### config.mk
export PLATFORM = sky130hd
export DESIGN_NAME = mccpu
export DESIGN_NICKNAME = d
export VERILOG_FILES = /design/src/rtl/mccpu.sv
export SDC_FILE = /design/constraint.sdc
export NUM_CORES = 2
export LEC_CHECK = 0
export CORE_MARGIN = 2
export CORE_UTILIZATION = 50
export CTS_BUF_LIST = sky130_fd_sc_hd__clkbuf_4
export CTS_CLUSTER_DIAMETER = 50
export DETAILED_ROUTE_END_ITERATION = 12
export GPL_TIMING_DRIVEN = 0
export PLACE_DENSITY_LB_ADDON = 0.2
export SLEW_MARGIN = 20
export SYNTH_ARGS = -nofsm -noshare
export SYNTH_HDL_FRONTEND = slang
export SYNTH_SLANG_ARGS = --single-unit
### constraint.sdc
create_clock -name clk -period 8.4 [get_ports clk]
set_input_delay 2.52 -clock clk [delete_from_list [all_inputs] [get_ports clk]]
set_output_delay 2.52 -clock clk [all_outputs]
set_load 0.02 [all_outputs]
### src/rtl/mccpu.sv
// mccpu: multi-cycle 32-bit MIPS-subset core.
// FETCH/DECODE/EXEC/MEM/WB sequencing over one unified req/ready memory port,
// with debug register readout and retired-instruction / cycle counters.
module mccpu #(
  parameter logic [31:0] RESET_PC = 32'h0000_0000,
  parameter int          ADDR_W   = 32,
  parameter int          CNT_W    = 32
) (
  input  logic              clk,
  input  logic              rst,
  output logic              mem_req,
  output logic              mem_we,
  output logic [ADDR_W-1:0] mem_addr,
  output logic [31:0]       mem_wdata,
  input  logic [31:0]       mem_rdata,
  input  logic              mem_ready,
  input  logic [4:0]        reg_sel,
  output logic [31:0]       reg_data,
  output logic [31:0]       pc,
  output logic [CNT_W-1:0]  instret,
  output logic [CNT_W-1:0]  cycles,
  output logic              illegal
);

  localparam logic [2:0] S_FETCH  = 3'd0;
  localparam logic [2:0] S_DECODE = 3'd1;
  localparam logic [2:0] S_EXEC   = 3'd2;
  localparam logic [2:0] S_MEM    = 3'd3;
  localparam logic [2:0] S_WB     = 3'd4;

  localparam logic [5:0] OP_RTYPE = 6'h00;
  localparam logic [5:0] OP_J     = 6'h02;
  localparam logic [5:0] OP_JAL   = 6'h03;
  localparam logic [5:0] OP_BEQ   = 6'h04;
  localparam logic [5:0] OP_BNE   = 6'h05;
  localparam logic [5:0] OP_ADDIU = 6'h09;
  localparam logic [5:0] OP_SLTI  = 6'h0A;
  localparam logic [5:0] OP_ANDI  = 6'h0C;
  localparam logic [5:0] OP_ORI   = 6'h0D;
  localparam logic [5:0] OP_LUI   = 6'h0F;
  localparam logic [5:0] OP_LW    = 6'h23;
  localparam logic [5:0] OP_SW    = 6'h2B;

  localparam logic [5:0] FN_SLL  = 6'h00;
  localparam logic [5:0] FN_SRL  = 6'h02;
  localparam logic [5:0] FN_JR   = 6'h08;
  localparam logic [5:0] FN_ADDU = 6'h21;
  localparam logic [5:0] FN_SUBU = 6'h23;
  localparam logic [5:0] FN_AND  = 6'h24;
  localparam logic [5:0] FN_OR   = 6'h25;
  localparam logic [5:0] FN_SLT  = 6'h2A;
  localparam logic [5:0] FN_SLTU = 6'h2B;

  logic [2:0]       state_reg, state_next;
  logic [31:0]      pc_reg, ir_reg, a_reg, b_reg, alu_out_reg, mdr_reg;
  logic [31:0]      regs [32];
  logic [CNT_W-1:0] instret_reg, cycles_reg;

  // Instruction fields are always taken from IR.
  logic [5:0]  opcode, funct;
  logic [4:0]  rs, rt, rd, shamt;
  logic [15:0] imm16;
  logic [25:0] imm26;
  logic [31:0] imm_sext, imm_zext;

  assign opcode   = ir_reg[31:26];
  assign rs       = ir_reg[25:21];
  assign rt       = ir_reg[20:16];
  assign rd       = ir_reg[15:11];
  assign shamt    = ir_reg[10:6];
  assign funct    = ir_reg[5:0];
  assign imm16    = ir_reg[15:0];
  assign imm26    = ir_reg[25:0];
  assign imm_sext = {{16{imm16[15]}}, imm16};
  assign imm_zext = {16'h0000, imm16};

  logic is_r_alu, is_jr, is_i_alu, is_lw, is_sw, is_branch, is_j, is_jal, supported;

  // Instruction class decode; anything not matched here is reported as illegal.
  always_comb begin
    is_r_alu = 1'b0;
    is_jr    = 1'b0;
    if (opcode == OP_RTYPE) begin
      case (funct)
        FN_ADDU, FN_SUBU, FN_AND, FN_OR, FN_SLT, FN_SLTU, FN_SLL, FN_SRL: is_r_alu = 1'b1;
        FN_JR:   is_jr = 1'b1;
        default: ;
      endcase
    end
    is_i_alu  = (opcode == OP_ADDIU) || (opcode == OP_ANDI) || (opcode == OP_ORI) ||
                (opcode == OP_LUI)   || (opcode == OP_SLTI);
    is_lw     = (opcode == OP_LW);
    is_sw     = (opcode == OP_SW);
    is_branch = (opcode == OP_BEQ) || (opcode == OP_BNE);
    is_j      = (opcode == OP_J);
    is_jal    = (opcode == OP_JAL);
    supported = is_r_alu || is_jr || is_i_alu || is_lw || is_sw || is_branch || is_j || is_jal;
  end

  logic [31:0] alu_result;
  logic        branch_taken;

  // ALU: R-type ops on A/B, I-type ops on A/imm; loads/stores fall through to A+sext(imm).
  always_comb begin
    alu_result = 32'h0;
    if (opcode == OP_RTYPE) begin
      case (funct)
        FN_ADDU: alu_result = a_reg + b_reg;
        FN_SUBU: alu_result = a_reg - b_reg;
        FN_AND:  alu_result = a_reg & b_reg;
        FN_OR:   alu_result = a_reg | b_reg;
        FN_SLT:  alu_result = {31'b0, $signed(a_reg) < $signed(b_reg)};
        FN_SLTU: alu_result = {31'b0, a_reg < b_reg};
        FN_SLL:  alu_result = b_reg << shamt;
        FN_SRL:  alu_result = b_reg >> shamt;
        default: alu_result = 32'h0;
      endcase
    end else begin
      case (opcode)
        OP_ANDI: alu_result = a_reg & imm_zext;
        OP_ORI:  alu_result = a_reg | imm_zext;
        OP_LUI:  alu_result = {imm16, 16'h0000};
        OP_SLTI: alu_result = {31'b0, $signed(a_reg) < $signed(imm_sext)};
        default: alu_result = a_reg + imm_sext;
      endcase
    end
    branch_taken = (opcode == OP_BEQ) ? (a_reg == b_reg) : (a_reg != b_reg);
  end

  // Next-state sequencing; memory states hold until mem_ready.
  always_comb begin
    state_next = state_reg;
    case (state_reg)
      S_FETCH:  if (mem_ready) state_next = S_DECODE;
      S_DECODE: state_next = supported ? S_EXEC : S_FETCH;
      S_EXEC: begin
        if (is_r_alu || is_i_alu)  state_next = S_WB;
        else if (is_lw || is_sw)   state_next = S_MEM;
        else                       state_next = S_FETCH;
      end
      S_MEM:    if (mem_ready) state_next = is_lw ? S_WB : S_FETCH;
      S_WB:     state_next = S_FETCH;
      default:  state_next = S_FETCH;
    endcase
  end

  logic        rf_we;
  logic [4:0]  rf_waddr;
  logic [31:0] rf_wdata;

  // Register-file write port: jal link in EXEC, result/load writeback in WB; r0 is never written.
  always_comb begin
    rf_we    = 1'b0;
    rf_waddr = 5'd0;
    rf_wdata = 32'h0;
    if (state_reg == S_EXEC && is_jal) begin
      rf_we    = 1'b1;
      rf_waddr = 5'd31;
      rf_wdata = pc_reg;
    end else if (state_reg == S_WB) begin
      rf_waddr = is_r_alu ? rd : rt;
      rf_wdata = is_lw ? mdr_reg : alu_out_reg;
      rf_we    = (rf_waddr != 5'd0);
    end
  end

  // State and datapath registers.
  always_ff @(posedge clk) begin
    if (rst) begin
      state_reg   <= S_FETCH;
      pc_reg      <= RESET_PC;
      ir_reg      <= 32'h0;
      a_reg       <= 32'h0;
      b_reg       <= 32'h0;
      alu_out_reg <= 32'h0;
      mdr_reg     <= 32'h0;
    end else begin
      state_reg <= state_next;
      case (state_reg)
        S_FETCH: begin
          if (mem_ready) begin
            ir_reg <= mem_rdata;
            pc_reg <= pc_reg + 32'd4;
          end
        end
        S_DECODE: begin
          a_reg       <= (rs == 5'd0) ? 32'h0 : regs[rs];
          b_reg       <= (rt == 5'd0) ? 32'h0 : regs[rt];
          alu_out_reg <= pc_reg + (imm_sext << 2);
        end
        S_EXEC: begin
          if (is_r_alu || is_i_alu || is_lw || is_sw) alu_out_reg <= alu_result;
          else if (is_branch && branch_taken)         pc_reg <= alu_out_reg;
          else if (is_j || is_jal)                    pc_reg <= {pc_reg[31:28], imm26, 2'b00};
          else if (is_jr)                             pc_reg <= a_reg;
        end
        S_MEM: begin
          if (mem_ready && is_lw) mdr_reg <= mem_rdata;
        end
        default: ;
      endcase
    end
  end

  // Register file storage, cleared on reset.
  always_ff @(posedge clk) begin
    if (rst) begin
      for (int i = 0; i < 32; i++) regs[i] <= 32'h0;
    end else if (rf_we) begin
      regs[rf_waddr] <= rf_wdata;
    end
  end

  // Free-running cycle counter and retire counter (any entry into FETCH retires one instruction).
  always_ff @(posedge clk) begin
    if (rst) begin
      cycles_reg  <= '0;
      instret_reg <= '0;
    end else begin
      cycles_reg <= cycles_reg + 1'b1;
      if (state_reg != S_FETCH && state_next == S_FETCH) instret_reg <= instret_reg + 1'b1;
    end
  end

  logic [31:0] byte_addr;
  assign byte_addr = (state_reg == S_MEM) ? {alu_out_reg[31:2], 2'b00} : pc_reg;

  assign mem_req   = !rst && (state_reg == S_FETCH || state_reg == S_MEM);
  assign mem_we    = !rst && (state_reg == S_MEM) && is_sw;
  assign mem_addr  = byte_addr[ADDR_W-1:0];
  assign mem_wdata = b_reg;
  assign illegal   = !rst && (state_reg == S_DECODE) && !supported;
  assign reg_data  = (reg_sel == 5'd0) ? 32'h0 : regs[reg_sel];
  assign pc        = pc_reg;
  assign instret   = instret_reg;
  assign cycles    = cycles_reg;

endmodule
==> flow_metrics.tcl <==
set metrics [dict create \
    status "finished with violations" \
    violations_in_the_final_reports "setup timing" \
    drtIter0Drc 13500 \
    grt_start_max_net_pins 33 \
    ys_seq_elements 1293 \
    maxCapViolations 0 \
    synth_fa_ha_area_frac 0.0316 \
    max_clock_freq_mhz 116 \
    clkLatencyLatePin_ns 1.50 \
    cts_tree "built" \
    initial_utilization 0.504 \
    post_synth_simple_gate_area 0.116 \
    gr-usage-met1 0.550 \
    cts_sinks 1293 \
    dp_worst_setup_slack_ns -1.00 \
    fp.dieH_um 415 \
    floorplan.die.width_um 415 \
    grt_overall_usage 0.481 \
    routedWlPerCell_um 41.1 \
    global_route.peak_usage_layer "met2" \
    synth_sequential_area_ratio 0.428 \
    power_density_nw_per_um2 177 \
    worst-slew-pin-transition_ns 1.33 \
    detail_route.vias_per_cell 7.34 \
    synth.distinct_cells 80 \
    drtAntennaViolNets 0 \
    crit_path_end_kind "primary output" \
    cts-root-buf "sky130_fd_sc_hd__clkbuf_4" \
    fin_util 0.569 \
    grt_pass1_vias 71600 \
    crit_start "reg_sel[1]" \
    die-area_um2 172000 \
    startpoint_type "input pin" \
    worst_r2r_startpoint "ir_reg[9]$_SDFFE_PP0P_" \
    setup-violations-final 15 \
    grtUsageMet3 0.201 \
    finalWorstPathRequiredPeriod_ns 8.62 \
    timing.final.max_slew_violations 0 \
    setup_slack_ns -0.218 \
    area_delta_synth_final_pct 12.8 \
    place_congestion 1.11 \
    maxSlewHeadroom 0.0890 \
    synth-main-ff-cell "sky130_fd_sc_hd__edfxtp_1" \
    finalClockSkew_ns 0.206 \
    stdcell_count 10300 \
    hold_class "reg2reg" \
    peakVddDrop_mv 0.175 \
    syn_area_um2 84500 \
    yosys_warnings 0 \
    syn_inst 7135 \
    yosys.area_share.xor_xnor 0.0134 \
    syn-mean-instance-area_um2 11.8 \
    hold-worst-slack_ns 0.429 \
    period_share 1.03 \
    route.detailed.drc 0 \
    cts_hold_buffers 0 \
    final.setup.tns_ns -1.53 \
    hold_start "ir_reg[20]$_SDFFE_PP0P_" \
    post_cts_buffers 0 \
    rsz0062_at_grt "yes" \
    grt_met2_use 0.713 \
    synth-compound-area-share 0.0768 \
    cts.reportedPaths.clkPinSlew_ns 0.07 \
    hold_viol 0 \
    core_ar_um2 168000 \
    dp.final_hpwl_mm 315 \
    number_of_flops_mapped_to_enable_cells_by_yosys 1024 \
    worst_endpoint_required_time_ns 5.88 \
    arrival_worst_endpoint_ns 6.10 \
    std_cell_rows 150 \
    initial_antenna_violation_count 34 \
    final_global_route_overflow_total 0 \
    largest-register "regs" \
    cts_buffers 366 \
    path_max_fanout 10 \
    synth_top_family_by_area "multiplexers" \
    post_synth_mux_area_share 0.298 \
    grt_first_pass_wirelength_mm 566 \
    port_buffers 230 \
    layout.nets 8044 \
    worst-setup-path-type "in2out" \
    cell_count_after_placement 9627 \
    layout-drive-gt1-share 0.233 \
    cts.path.max_buffers 4 \
    largest_reg_flops 1024 \
    async_reset_ff_frac 0 \
    power.leakage_uw 0.0314 \
    drt_pass1_iterations 10 \
    ioPinCount 235 \
    cts_max_level 5 \
    drt-total-wl_mm 422 \
    number_of_vias_after_detailed_routing 75400 \
]
layout by cell type (no fill, tap or decap), types with 36 or more instances in the layout:
cell / n
sky130_fd_sc_hd__a211oi_1: 70
sky130_fd_sc_hd__a21oi_1: 442
sky130_fd_sc_hd__buf_1: 54
sky130_fd_sc_hd__buf_2: 43
sky130_fd_sc_hd__clkbuf_1: 468
sky130_fd_sc_hd__clkbuf_2: 81
sky130_fd_sc_hd__clkbuf_4: 540
sky130_fd_sc_hd__clkdlybuf4s50_1: 230
sky130_fd_sc_hd__clkinv_1: 64
sky130_fd_sc_hd__dfxtp_1: 268
sky130_fd_sc_hd__edfxtp_1: 1024
sky130_fd_sc_hd__ha_1: 207
sky130_fd_sc_hd__inv_1: 154
sky130_fd_sc_hd__mux2_2: 47
sky130_fd_sc_hd__mux2i_1: 170
sky130_fd_sc_hd__mux4_2: 1017
sky130_fd_sc_hd__nand2_1: 433
sky130_fd_sc_hd__nand3_1: 61
sky130_fd_sc_hd__nor2_1: 1519
sky130_fd_sc_hd__nor3_1: 83
sky130_fd_sc_hd__nor4_1: 36
sky130_fd_sc_hd__o21ai_0: 179
sky130_fd_sc_hd__or3_1: 36
sky130_fd_sc_hd__xnor2_1: 83
sky130_fd_sc_hd__xor2_1: 46
per-stage QoR:
step           power (uW)  area (um2)
3_5_place_dp        10900       90700
5_1_grt             17100       95300
3_3_place_gp        10800       89700
4_1_cts             16600       95200
6_report            16900       95300
2_1_floorplan        9360       84600
per-layer routing:
metal	wire, um	up-vias
met2	183000	7445
li1	-	28800
met5	446	-
met3	65500	2011
met4	41000	18
met1	132000	37100
cell families after synthesis:
kind of cell / after synthesis
compound gates: 1055
flops: 1293
fa+ha+maj: 211
mux: 1237
other cells: 1
simple gates: 2378
buf+inv: 831
xor+xnor: 129
Yosys cell counts, drive strengths merged, types with 26 or more instances:
library cell	number	area, um2
nor2	1522	5720
a31oi	30	188
edfxtp	1024	30700
a21oi	452	2260
nor3	88	457
a21o	30	225
o21ai	181	906
nor4	39	244
mux2i	173	1730
nor2b	26	163
and3	33	206
xor2	46	403
xnor2	83	727
nand3	61	305
o22ai	34	213
or3	36	225
ha	207	2590
buf	120	457
a221oi	35	307
clkbuf	555	2080
dfxtp	269	5390
a211oi	71	533
inv	154	578
nand2	464	1740
mux2	47	529
nand4	28	175
mux4	1017	22900
what timing repair did:
action	CTS	global route
gates resized for setup	74	25
setup endpoints to repair	32	23
pin swaps	0	0
hold endpoints to repair	0	0
cell type report:
cell class | count | area, um2
antenna | 35 | 87.6
clock buffer | 523 | 3930
buffer | 675 | 2820
multi-input combinational | 5042 | 45700
fill | 14200 | 72300
sequential | 1293 | 36100
tap | 2204 | 2760
inverter | 156 | 586
timing repair buffer | 259 | 2840
clock inverter | 79 | 443
critical path, cell delays in order:
cell	delay, ns
sky130_fd_sc_hd__clkbuf_1	0.48
sky130_fd_sc_hd__clkbuf_4	0.50
sky130_fd_sc_hd__clkbuf_4	0.54
sky130_fd_sc_hd__mux4_2	0.40
sky130_fd_sc_hd__mux4_2	0.46
sky130_fd_sc_hd__mux2i_1	0.51
sky130_fd_sc_hd__nor2_1	0.08
sky130_fd_sc_hd__clkdlybuf4s50_1	0.56
power breakdown:
part | switching (uW) | total [uW] | internal, uW
clock | 2930 | 5910 | 2980
sequential | 306 | 7420 | 7120
combinational | 2250 | 3560 | 1310
total | 5480 | 16900 | 11400
final timing paths:
kind,to,slack (ns),cells past startpoint
worst max-delay path,reg_data[3],-0.22,8
worst min register to register,flop,0.43,2
worst min-delay path,flop,0.43,2
worst max register to register,alu_out_reg[30]$_SDFFE_PP0P_,1.63,14
(Power assumes the default switching activity.)
